`src/rtl/id_ex_stage_pkg.sv`:
```
// Shared types and widths for the decode-to-execute pipeline register.
// All widths used by the stage, its interface and its operand muxes come from here.
package id_ex_stage_pkg;

    localparam int DW  = 32;
    localparam int RW  = 4;
    localparam int OPW = 6;

    typedef enum logic {
        RUN    = 1'b0,
        BUBBLE = 1'b1
    } state_e;

    typedef struct packed {
        logic           valid;
        logic [OPW-1:0] opcode;
        logic [RW-1:0]  rd;
        logic           writes_rd;
        logic           is_load;
        logic [DW-1:0]  a;
        logic [DW-1:0]  b;
        logic [DW-1:0]  imm;
    } id_ex_t;

endpackage

```
`src/rtl/id_ex_stage_if.sv`:
```
// Signal bundle between decode/register-file read, the EX/MEM status taps and the
// ID/EX pipeline register. master = surrounding pipeline, slave = the stage.
interface id_ex_stage_if;
    import id_ex_stage_pkg::*;

    // Flow control: ex_out_valid qualifies the ex_out_* fields. stall_in=1 freezes
    // the stage; stall_id=1 tells fetch/decode to hold its current instruction.
    logic           id_valid;
    logic [OPW-1:0] id_opcode;
    logic [RW-1:0]  id_rs1;
    logic [RW-1:0]  id_rs2;
    logic           id_uses_rs1;
    logic           id_uses_rs2;
    logic [RW-1:0]  id_rd;
    logic           id_writes_rd;
    logic           id_is_load;
    logic [DW-1:0]  id_imm;
    logic [DW-1:0]  rf_data1;
    logic [DW-1:0]  rf_data2;

    logic           ex_valid;
    logic           ex_writes_rd;
    logic           ex_is_load;
    logic [RW-1:0]  ex_rd;
    logic [DW-1:0]  ex_result;

    logic           mem_valid;
    logic           mem_writes_rd;
    logic [RW-1:0]  mem_rd;
    logic [DW-1:0]  mem_result;

    logic           flush;
    logic           stall_in;
    logic           stall_id;

    logic           ex_out_valid;
    logic [OPW-1:0] ex_out_opcode;
    logic [RW-1:0]  ex_out_rd;
    logic           ex_out_writes_rd;
    logic           ex_out_is_load;
    logic [DW-1:0]  ex_out_a;
    logic [DW-1:0]  ex_out_b;
    logic [DW-1:0]  ex_out_imm;
    logic [31:0]    bubble_count;
    state_e         state;

    modport master (
        output id_valid, id_opcode, id_rs1, id_rs2, id_uses_rs1, id_uses_rs2,
               id_rd, id_writes_rd, id_is_load, id_imm, rf_data1, rf_data2,
               ex_valid, ex_writes_rd, ex_is_load, ex_rd, ex_result,
               mem_valid, mem_writes_rd, mem_rd, mem_result, flush, stall_in,
        input  stall_id, ex_out_valid, ex_out_opcode, ex_out_rd, ex_out_writes_rd,
               ex_out_is_load, ex_out_a, ex_out_b, ex_out_imm, bubble_count, state
    );

    modport slave (
        input  id_valid, id_opcode, id_rs1, id_rs2, id_uses_rs1, id_uses_rs2,
               id_rd, id_writes_rd, id_is_load, id_imm, rf_data1, rf_data2,
               ex_valid, ex_writes_rd, ex_is_load, ex_rd, ex_result,
               mem_valid, mem_writes_rd, mem_rd, mem_result, flush, stall_in,
        output stall_id, ex_out_valid, ex_out_opcode, ex_out_rd, ex_out_writes_rd,
               ex_out_is_load, ex_out_a, ex_out_b, ex_out_imm, bubble_count, state
    );

endinterface

```
`src/rtl/id_ex_stage_fwd_mux.sv`:
```
// Per-source operand selection: EX ALU result, then MEM result, then register file.
// A load in EX is never a source here; its data only exists once it reaches MEM.
module fwd_mux
    import id_ex_stage_pkg::*;
(
    input  logic [RW-1:0] rs,
    input  logic          uses,
    input  logic          ex_valid,
    input  logic          ex_writes_rd,
    input  logic          ex_is_load,
    input  logic [RW-1:0] ex_rd,
    input  logic [DW-1:0] ex_result,
    input  logic          mem_valid,
    input  logic          mem_writes_rd,
    input  logic [RW-1:0] mem_rd,
    input  logic [DW-1:0] mem_result,
    input  logic [DW-1:0] rf_data,
    output logic [DW-1:0] operand
);

    logic hit_ex;
    logic hit_mem;

    assign hit_ex  = uses & ex_valid & ex_writes_rd & ~ex_is_load & (ex_rd == rs);
    assign hit_mem = uses & mem_valid & mem_writes_rd & (mem_rd == rs);

    always_comb begin
        operand = rf_data;
        if (hit_ex)       operand = ex_result;
        else if (hit_mem) operand = mem_result;
    end

endmodule

```
`src/rtl/id_ex_stage.sv`:
```
// ID/EX pipeline register with EX/MEM operand forwarding and a one-cycle
// load-use bubble. Edge priority: reset > flush > stall_in > load-use > capture.
module id_ex_stage
    import id_ex_stage_pkg::*;
(
    input logic          clk,
    input logic          reset,
    id_ex_stage_if.slave bus
);

    logic [DW-1:0] fwd_a;
    logic [DW-1:0] fwd_b;
    logic          luh;
    id_ex_t        r;
    state_e        state;
    logic [31:0]   bubble_count;

    fwd_mux u_fwd_a (
        .rs            (bus.id_rs1),
        .uses          (bus.id_uses_rs1),
        .ex_valid      (bus.ex_valid),
        .ex_writes_rd  (bus.ex_writes_rd),
        .ex_is_load    (bus.ex_is_load),
        .ex_rd         (bus.ex_rd),
        .ex_result     (bus.ex_result),
        .mem_valid     (bus.mem_valid),
        .mem_writes_rd (bus.mem_writes_rd),
        .mem_rd        (bus.mem_rd),
        .mem_result    (bus.mem_result),
        .rf_data       (bus.rf_data1),
        .operand       (fwd_a)
    );

    fwd_mux u_fwd_b (
        .rs            (bus.id_rs2),
        .uses          (bus.id_uses_rs2),
        .ex_valid      (bus.ex_valid),
        .ex_writes_rd  (bus.ex_writes_rd),
        .ex_is_load    (bus.ex_is_load),
        .ex_rd         (bus.ex_rd),
        .ex_result     (bus.ex_result),
        .mem_valid     (bus.mem_valid),
        .mem_writes_rd (bus.mem_writes_rd),
        .mem_rd        (bus.mem_rd),
        .mem_result    (bus.mem_result),
        .rf_data       (bus.rf_data2),
        .operand       (fwd_b)
    );

    assign luh = bus.id_valid & bus.ex_valid & bus.ex_is_load & bus.ex_writes_rd &
                 ((bus.id_uses_rs1 & (bus.id_rs1 == bus.ex_rd)) |
                  (bus.id_uses_rs2 & (bus.id_rs2 == bus.ex_rd)));

    assign bus.stall_id = ~bus.flush & (bus.stall_in | ((state == RUN) & luh));

    // In BUBBLE the load has moved to MEM, so luh is ignored and the MEM path feeds it.
    always_ff @(posedge clk or posedge reset) begin
        if (reset) begin
            r            <= '0;
            state        <= RUN;
            bubble_count <= '0;
        end else if (bus.flush) begin
            r.valid <= 1'b0;
            state   <= RUN;
        end else if (bus.stall_in) begin
            r     <= r;
            state <= state;
        end else if ((state == RUN) && luh) begin
            r.valid <= 1'b0;
            state   <= BUBBLE;
            if (bubble_count != 32'hFFFF_FFFF) bubble_count <= bubble_count + 32'd1;
        end else begin
            r.valid     <= bus.id_valid;
            r.opcode    <= bus.id_opcode;
            r.rd        <= bus.id_rd;
            r.writes_rd <= bus.id_writes_rd;
            r.is_load   <= bus.id_is_load;
            r.a         <= fwd_a;
            r.b         <= fwd_b;
            r.imm       <= bus.id_imm;
            state       <= RUN;
        end
    end

    assign bus.ex_out_valid     = r.valid;
    assign bus.ex_out_opcode    = r.opcode;
    assign bus.ex_out_rd        = r.rd;
    assign bus.ex_out_writes_rd = r.writes_rd;
    assign bus.ex_out_is_load   = r.is_load;
    assign bus.ex_out_a         = r.a;
    assign bus.ex_out_b         = r.b;
    assign bus.ex_out_imm       = r.imm;
    assign bus.bubble_count     = bubble_count;
    assign bus.state            = state;

endmodule

```
`src/flat_wrapper.sv`:
```
// flat-port wrapper written by rule: the top's interface ports become plain ports
module id_ex_stage_flat import id_ex_stage_pkg::*;
  (clk, reset, bus_id_valid, bus_id_opcode, bus_id_rs1, bus_id_rs2, bus_id_uses_rs1, bus_id_uses_rs2, bus_id_rd, bus_id_writes_rd, bus_id_is_load, bus_id_imm, bus_rf_data1, bus_rf_data2, bus_ex_valid, bus_ex_writes_rd, bus_ex_is_load, bus_ex_rd, bus_ex_result, bus_mem_valid, bus_mem_writes_rd, bus_mem_rd, bus_mem_result, bus_flush, bus_stall_in, bus_stall_id, bus_ex_out_valid, bus_ex_out_opcode, bus_ex_out_rd, bus_ex_out_writes_rd, bus_ex_out_is_load, bus_ex_out_a, bus_ex_out_b, bus_ex_out_imm, bus_bubble_count, bus_state);
  id_ex_stage_if bus_i ();
  input logic clk;
  input logic reset;
  input wire logic [$bits(bus_i.id_valid)-1:0] bus_id_valid;
  input wire logic [$bits(bus_i.id_opcode)-1:0] bus_id_opcode;
  input wire logic [$bits(bus_i.id_rs1)-1:0] bus_id_rs1;
  input wire logic [$bits(bus_i.id_rs2)-1:0] bus_id_rs2;
  input wire logic [$bits(bus_i.id_uses_rs1)-1:0] bus_id_uses_rs1;
  input wire logic [$bits(bus_i.id_uses_rs2)-1:0] bus_id_uses_rs2;
  input wire logic [$bits(bus_i.id_rd)-1:0] bus_id_rd;
  input wire logic [$bits(bus_i.id_writes_rd)-1:0] bus_id_writes_rd;
  input wire logic [$bits(bus_i.id_is_load)-1:0] bus_id_is_load;
  input wire logic [$bits(bus_i.id_imm)-1:0] bus_id_imm;
  input wire logic [$bits(bus_i.rf_data1)-1:0] bus_rf_data1;
  input wire logic [$bits(bus_i.rf_data2)-1:0] bus_rf_data2;
  input wire logic [$bits(bus_i.ex_valid)-1:0] bus_ex_valid;
  input wire logic [$bits(bus_i.ex_writes_rd)-1:0] bus_ex_writes_rd;
  input wire logic [$bits(bus_i.ex_is_load)-1:0] bus_ex_is_load;
  input wire logic [$bits(bus_i.ex_rd)-1:0] bus_ex_rd;
  input wire logic [$bits(bus_i.ex_result)-1:0] bus_ex_result;
  input wire logic [$bits(bus_i.mem_valid)-1:0] bus_mem_valid;
  input wire logic [$bits(bus_i.mem_writes_rd)-1:0] bus_mem_writes_rd;
  input wire logic [$bits(bus_i.mem_rd)-1:0] bus_mem_rd;
  input wire logic [$bits(bus_i.mem_result)-1:0] bus_mem_result;
  input wire logic [$bits(bus_i.flush)-1:0] bus_flush;
  input wire logic [$bits(bus_i.stall_in)-1:0] bus_stall_in;
  output wire logic [$bits(bus_i.stall_id)-1:0] bus_stall_id;
  output wire logic [$bits(bus_i.ex_out_valid)-1:0] bus_ex_out_valid;
  output wire logic [$bits(bus_i.ex_out_opcode)-1:0] bus_ex_out_opcode;
  output wire logic [$bits(bus_i.ex_out_rd)-1:0] bus_ex_out_rd;
  output wire logic [$bits(bus_i.ex_out_writes_rd)-1:0] bus_ex_out_writes_rd;
  output wire logic [$bits(bus_i.ex_out_is_load)-1:0] bus_ex_out_is_load;
  output wire logic [$bits(bus_i.ex_out_a)-1:0] bus_ex_out_a;
  output wire logic [$bits(bus_i.ex_out_b)-1:0] bus_ex_out_b;
  output wire logic [$bits(bus_i.ex_out_imm)-1:0] bus_ex_out_imm;
  output wire logic [$bits(bus_i.bubble_count)-1:0] bus_bubble_count;
  output wire logic [$bits(bus_i.state)-1:0] bus_state;
  assign bus_i.id_valid = bus_id_valid;
  assign bus_i.id_opcode = bus_id_opcode;
  assign bus_i.id_rs1 = bus_id_rs1;
  assign bus_i.id_rs2 = bus_id_rs2;
  assign bus_i.id_uses_rs1 = bus_id_uses_rs1;
  assign bus_i.id_uses_rs2 = bus_id_uses_rs2;
  assign bus_i.id_rd = bus_id_rd;
  assign bus_i.id_writes_rd = bus_id_writes_rd;
  assign bus_i.id_is_load = bus_id_is_load;
  assign bus_i.id_imm = bus_id_imm;
  assign bus_i.rf_data1 = bus_rf_data1;
  assign bus_i.rf_data2 = bus_rf_data2;
  assign bus_i.ex_valid = bus_ex_valid;
  assign bus_i.ex_writes_rd = bus_ex_writes_rd;
  assign bus_i.ex_is_load = bus_ex_is_load;
  assign bus_i.ex_rd = bus_ex_rd;
  assign bus_i.ex_result = bus_ex_result;
  assign bus_i.mem_valid = bus_mem_valid;
  assign bus_i.mem_writes_rd = bus_mem_writes_rd;
  assign bus_i.mem_rd = bus_mem_rd;
  assign bus_i.mem_result = bus_mem_result;
  assign bus_i.flush = bus_flush;
  assign bus_i.stall_in = bus_stall_in;
  assign bus_stall_id = bus_i.stall_id;
  assign bus_ex_out_valid = bus_i.ex_out_valid;
  assign bus_ex_out_opcode = bus_i.ex_out_opcode;
  assign bus_ex_out_rd = bus_i.ex_out_rd;
  assign bus_ex_out_writes_rd = bus_i.ex_out_writes_rd;
  assign bus_ex_out_is_load = bus_i.ex_out_is_load;
  assign bus_ex_out_a = bus_i.ex_out_a;
  assign bus_ex_out_b = bus_i.ex_out_b;
  assign bus_ex_out_imm = bus_i.ex_out_imm;
  assign bus_bubble_count = bus_i.bubble_count;
  assign bus_state = bus_i.state;
  id_ex_stage u_core (.clk(clk), .reset(reset), .bus(bus_i));
endmodule
```
`config.mk`:
```
export PLATFORM = sky130hd
export DESIGN_NAME = id_ex_stage_flat
export DESIGN_NICKNAME = d
export VERILOG_FILES = /design/src/rtl/id_ex_stage_pkg.sv /design/src/rtl/id_ex_stage_if.sv /design/src/rtl/id_ex_stage_fwd_mux.sv /design/src/rtl/id_ex_stage.sv /design/src/flat_wrapper.sv
export SDC_FILE = /design/constraint.sdc
export NUM_CORES = 1
export LEC_CHECK = 0
export CAP_MARGIN = 15
export CORE_AREA = 4 4 149 166
export CTS_CLUSTER_SIZE = 20
export DETAILED_ROUTE_END_ITERATION = 10
export DIE_AREA = 0 0 153 170
export DONT_BUFFER_PORTS = 1
export PLACE_DENSITY = 0.42
export SETUP_SLACK_MARGIN = 0.2
export SYNTH_ARGS = -nofsm -noshare
export SYNTH_HDL_FRONTEND = slang
export SYNTH_SLANG_ARGS = --single-unit
```
`constraint.sdc`:
```
create_clock -name clk -period 13.55 [get_ports clk]
set_clock_uncertainty 0.2 [all_clocks]
set_input_delay 3.3875 -clock clk [delete_from_list [all_inputs] [get_ports clk]]
set_output_delay 3.3875 -clock clk [all_outputs]
set_load 0.01 [all_outputs]
```
==> summary.md <==
| Metric | Value |
|---|---|
| Final worst setup slack | 5.34 ns |
| Commonest non-fill, non-tap cells in the layout | dfrtp_1 (142), nor2_1 (83), nand2_1 (63), a21o_1 (48), mux2_4 (43) |
| Initial antenna violation count | 0 |
| Register bit count reported by yosys | 142 |
| Die area | 26000 sq um |
| Max Fclk | 0.122 GHz |
| DP HPWL | 16.1 mm |
| Avg Cell Area, Syn | 10.7 sq um |
| Hold Crit Depth | 1 |
| Top-level I/O count | 343 |
| Ys async rst share | 100% |
| Measured slew at the worst slew-check pin | 1.13 ns |
| Crit-path max FO | 5 |
| Peak VDD IR | 0.0666 mV |
| Root buf cell | clkbuf_16 |
| PD cells | 137 nW/um^2 |
| H-tree levels | 4 |
| Clk buf depth | 2 |
| Post-Synth Adder-Cell Area | 0.171% |
| Number of global-route vias before repair | 5493 |
| Clock-pin slew on the worst setup and hold paths | 0.07 ns |
| Core footprint | 23200 sq um |
| Setup TNS | 0 ns |
| Critical Setup Path Class | input port to output port |
| Horiz. Die Dim | 153 um |
| Total power | 1110 uW |
| Syn. warnings | 0 |
| Worst flop-to-flop path startpoint | u_core.bus.state |
| Simple-Gate Fraction of Synth Area | 13.0% |
| Hold Violations, Final | 0 |
| Register area share after synthesis | 48.7% |
| Largest family of logic cells by synthesized area | multiplexers |
| P&R area growth vs syn | 11.4% |
| Slew Limit Fails | 0 |
| Num CTS Buffers | 17 |
| I/O Buffers | 0 |
| Sink Count | 142 |
| Post-synth EDFFs | 0 |
| Via count | 5172 |
| Post-route ant nets | 0 |
| Worst Setup End Kind | output port |
| GRT Overall Usage | 16.4% |
| WHS | 0.362 ns |
| Post-synthesis xor/xnor area fraction | 5.40% |
| First-pass GRT wire length | 33.3 mm |
| Pin count of the biggest net entering global routing | 89 |
| Library cells used by synthesis | 38 |
| Place WS | 5.32 ns |
| Drt first pass iters | 4 |
| CP max-delay cell | nor3_1 |
| Fin nets | 864 |
| CTS tree | yes |
| Worst EP required | 9.96 ns |
| Core Rows | 59 |
| Worst path cell trace | xor2_1 -> nor3_1 -> a22o_1 -> a21oi_1 -> nor2_1 |
| Mux contribution to synthesized area | 16.3% |
| Period minus WS final | 8.21 ns |
| DRT iter0 DRCs | 187 |
| CP max stage delay | 0.35 ns |
| Starting Density | 31.5% |
| Syn Inst Count | 680 |
| Worst Setup Start Kind | input port |
| # resized after CTS | 0 |
| Worst-case reg-to-reg path depth | 4 |
| Lkg Pwr | 0.00415 uW |
| Worst skew pair latency | 0.41 ns |
| Max-cap violations | 0 |
| Die height | 170 um |
| Register-to-register setup slack | 10.02 ns |
| Hold EP | u_core.bus.ex_out_a[10] |
| Final Setup Violations | 0 |
| Post-route DRC | 0 |
| Hold buffers post-CTS | 0 |
| Syn Nets | 881 |
| GP Congestion | 0.867 |
| WP buf/inv | 0 |
| Arr. time, crit path | 4.62 ns |
| Worst hold start | u_core.bus.ex_out_a[10] |
| GR Overflow Total | 0 |
| Final Cycle Share | 60.6% |
| Final WL | 22.3 mm |
| Avg Vias per Cell | 5.28 |
| CP top delay family | simple AND/OR/NAND/NOR gates |
| RSZ-0062 raised after global routing | false |
| Min-delay worst type | flop to flop |
| Relative slew slack | 24.5% |
| Share of layout cells above drive strength 1 | 15.4% |
| Post-Syn Area | 7300 sq um |
| Avg WL per Cell | 22.8 um |
| Most common cell after layout, fill and taps aside | dfrtp_1 |
| Setup bufs post-CTS | 0 |
| Post-synthesis compound-gate area fraction | 13.0% |
| Status | complete, no violations |
| N_diodes | 0 |
| Ys flop type | dfrtp_1 |
| Worst R2R End | u_core.bus.ex_out_opcode[1] |
## registers in the layout, summed over array words and instances, names as in the netlist
register,count
u_core.bus.ex_out_imm,32
u_core.bus.state,1
u_core.bus.bubble_count,32
u_core.bus.ex_out_writes_rd,1
u_core.bus.ex_out_opcode,6
u_core.bus.ex_out_a,32
u_core.bus.ex_out_is_load,1
u_core.bus.ex_out_b,32
u_core.bus.ex_out_rd,4
u_core.bus.ex_out_valid,1
## worst max path at each step
stage | start | end | depth (start not counted)
CTS | bus_ex_rd[2] | bus_stall_id | 5
detailed placement | bus_ex_rd[2] | bus_stall_id | 5
global route | bus_ex_rd[1] | bus_stall_id | 5
global placement | bus_ex_rd[2] | bus_stall_id | 5
floorplan | bus_ex_rd[2] | bus_stall_id | 5
finish | bus_ex_rd[2] | bus_stall_id | 5
## cell usage after synthesis, drive strengths merged (14+ instances only)
library cell	count	share of area (%)
dfrtp	142	49
nor2	83	4.3
mux2	63	12
nand2	63	3.2
a21o	48	4.9
xor2	36	4.3
a211oi	32	3.3
mux2i	32	4.4
clkbuf	22	1.1
buf	21	1.9
a21oi	17	1.2
nand3	17	1.2
a31oi	16	1.4
o31ai	16	1.6
nor3	14	0.96
## cell type report
type / instances / area, sq um
multi-input cells: 488 / 3510
clock buffers: 18 / 429
inverters: 7 / 31.3
flip-flops and latches: 142 / 3550
repair buffers: 7 / 52.6
clock inverters: 13 / 165
well taps: 305 / 382
fillers: 2371 / 15100
## report_power, final
group | internal (uW) | total [uW] | switching (uW)
logic | 56.8 | 98.5 | 41.7
clock network | 290 | 478 | 189
registers | 471 | 534 | 63.2
total | 817 | 1110 | 294
## layer usage
layer	GRT usage, %	wire length (um)	vias up
met2	29.1	11600	240
met5	0	0	-
met1	18.1	8080	2533
li1	-	-	2375
met4	4.77	360	0
met3	6.89	2320	24
## logic make-up after synthesis
kind of cell	count (synthesis)
adders and majority gates	1
DFF	142
buffers and inverters	50
AOI/OAI and AO/OA	134
xor gates and xnor gates	45
muxes	95
and+or+nand+nor	213
## through the flow
stage / instance area [sq um] / util, % / instances
CTS: 8130 / 35.1 / 980
detailed placement: 7530 / 32.5 / 949
global placement: 7530 / 32.5 / 949
finish: 8130 / 35.1 / 980
floorplan: 7300 / - / 680
global route: 8130 / 35.1 / 980
No activity file was read; power rests on OpenSTA's default activity.
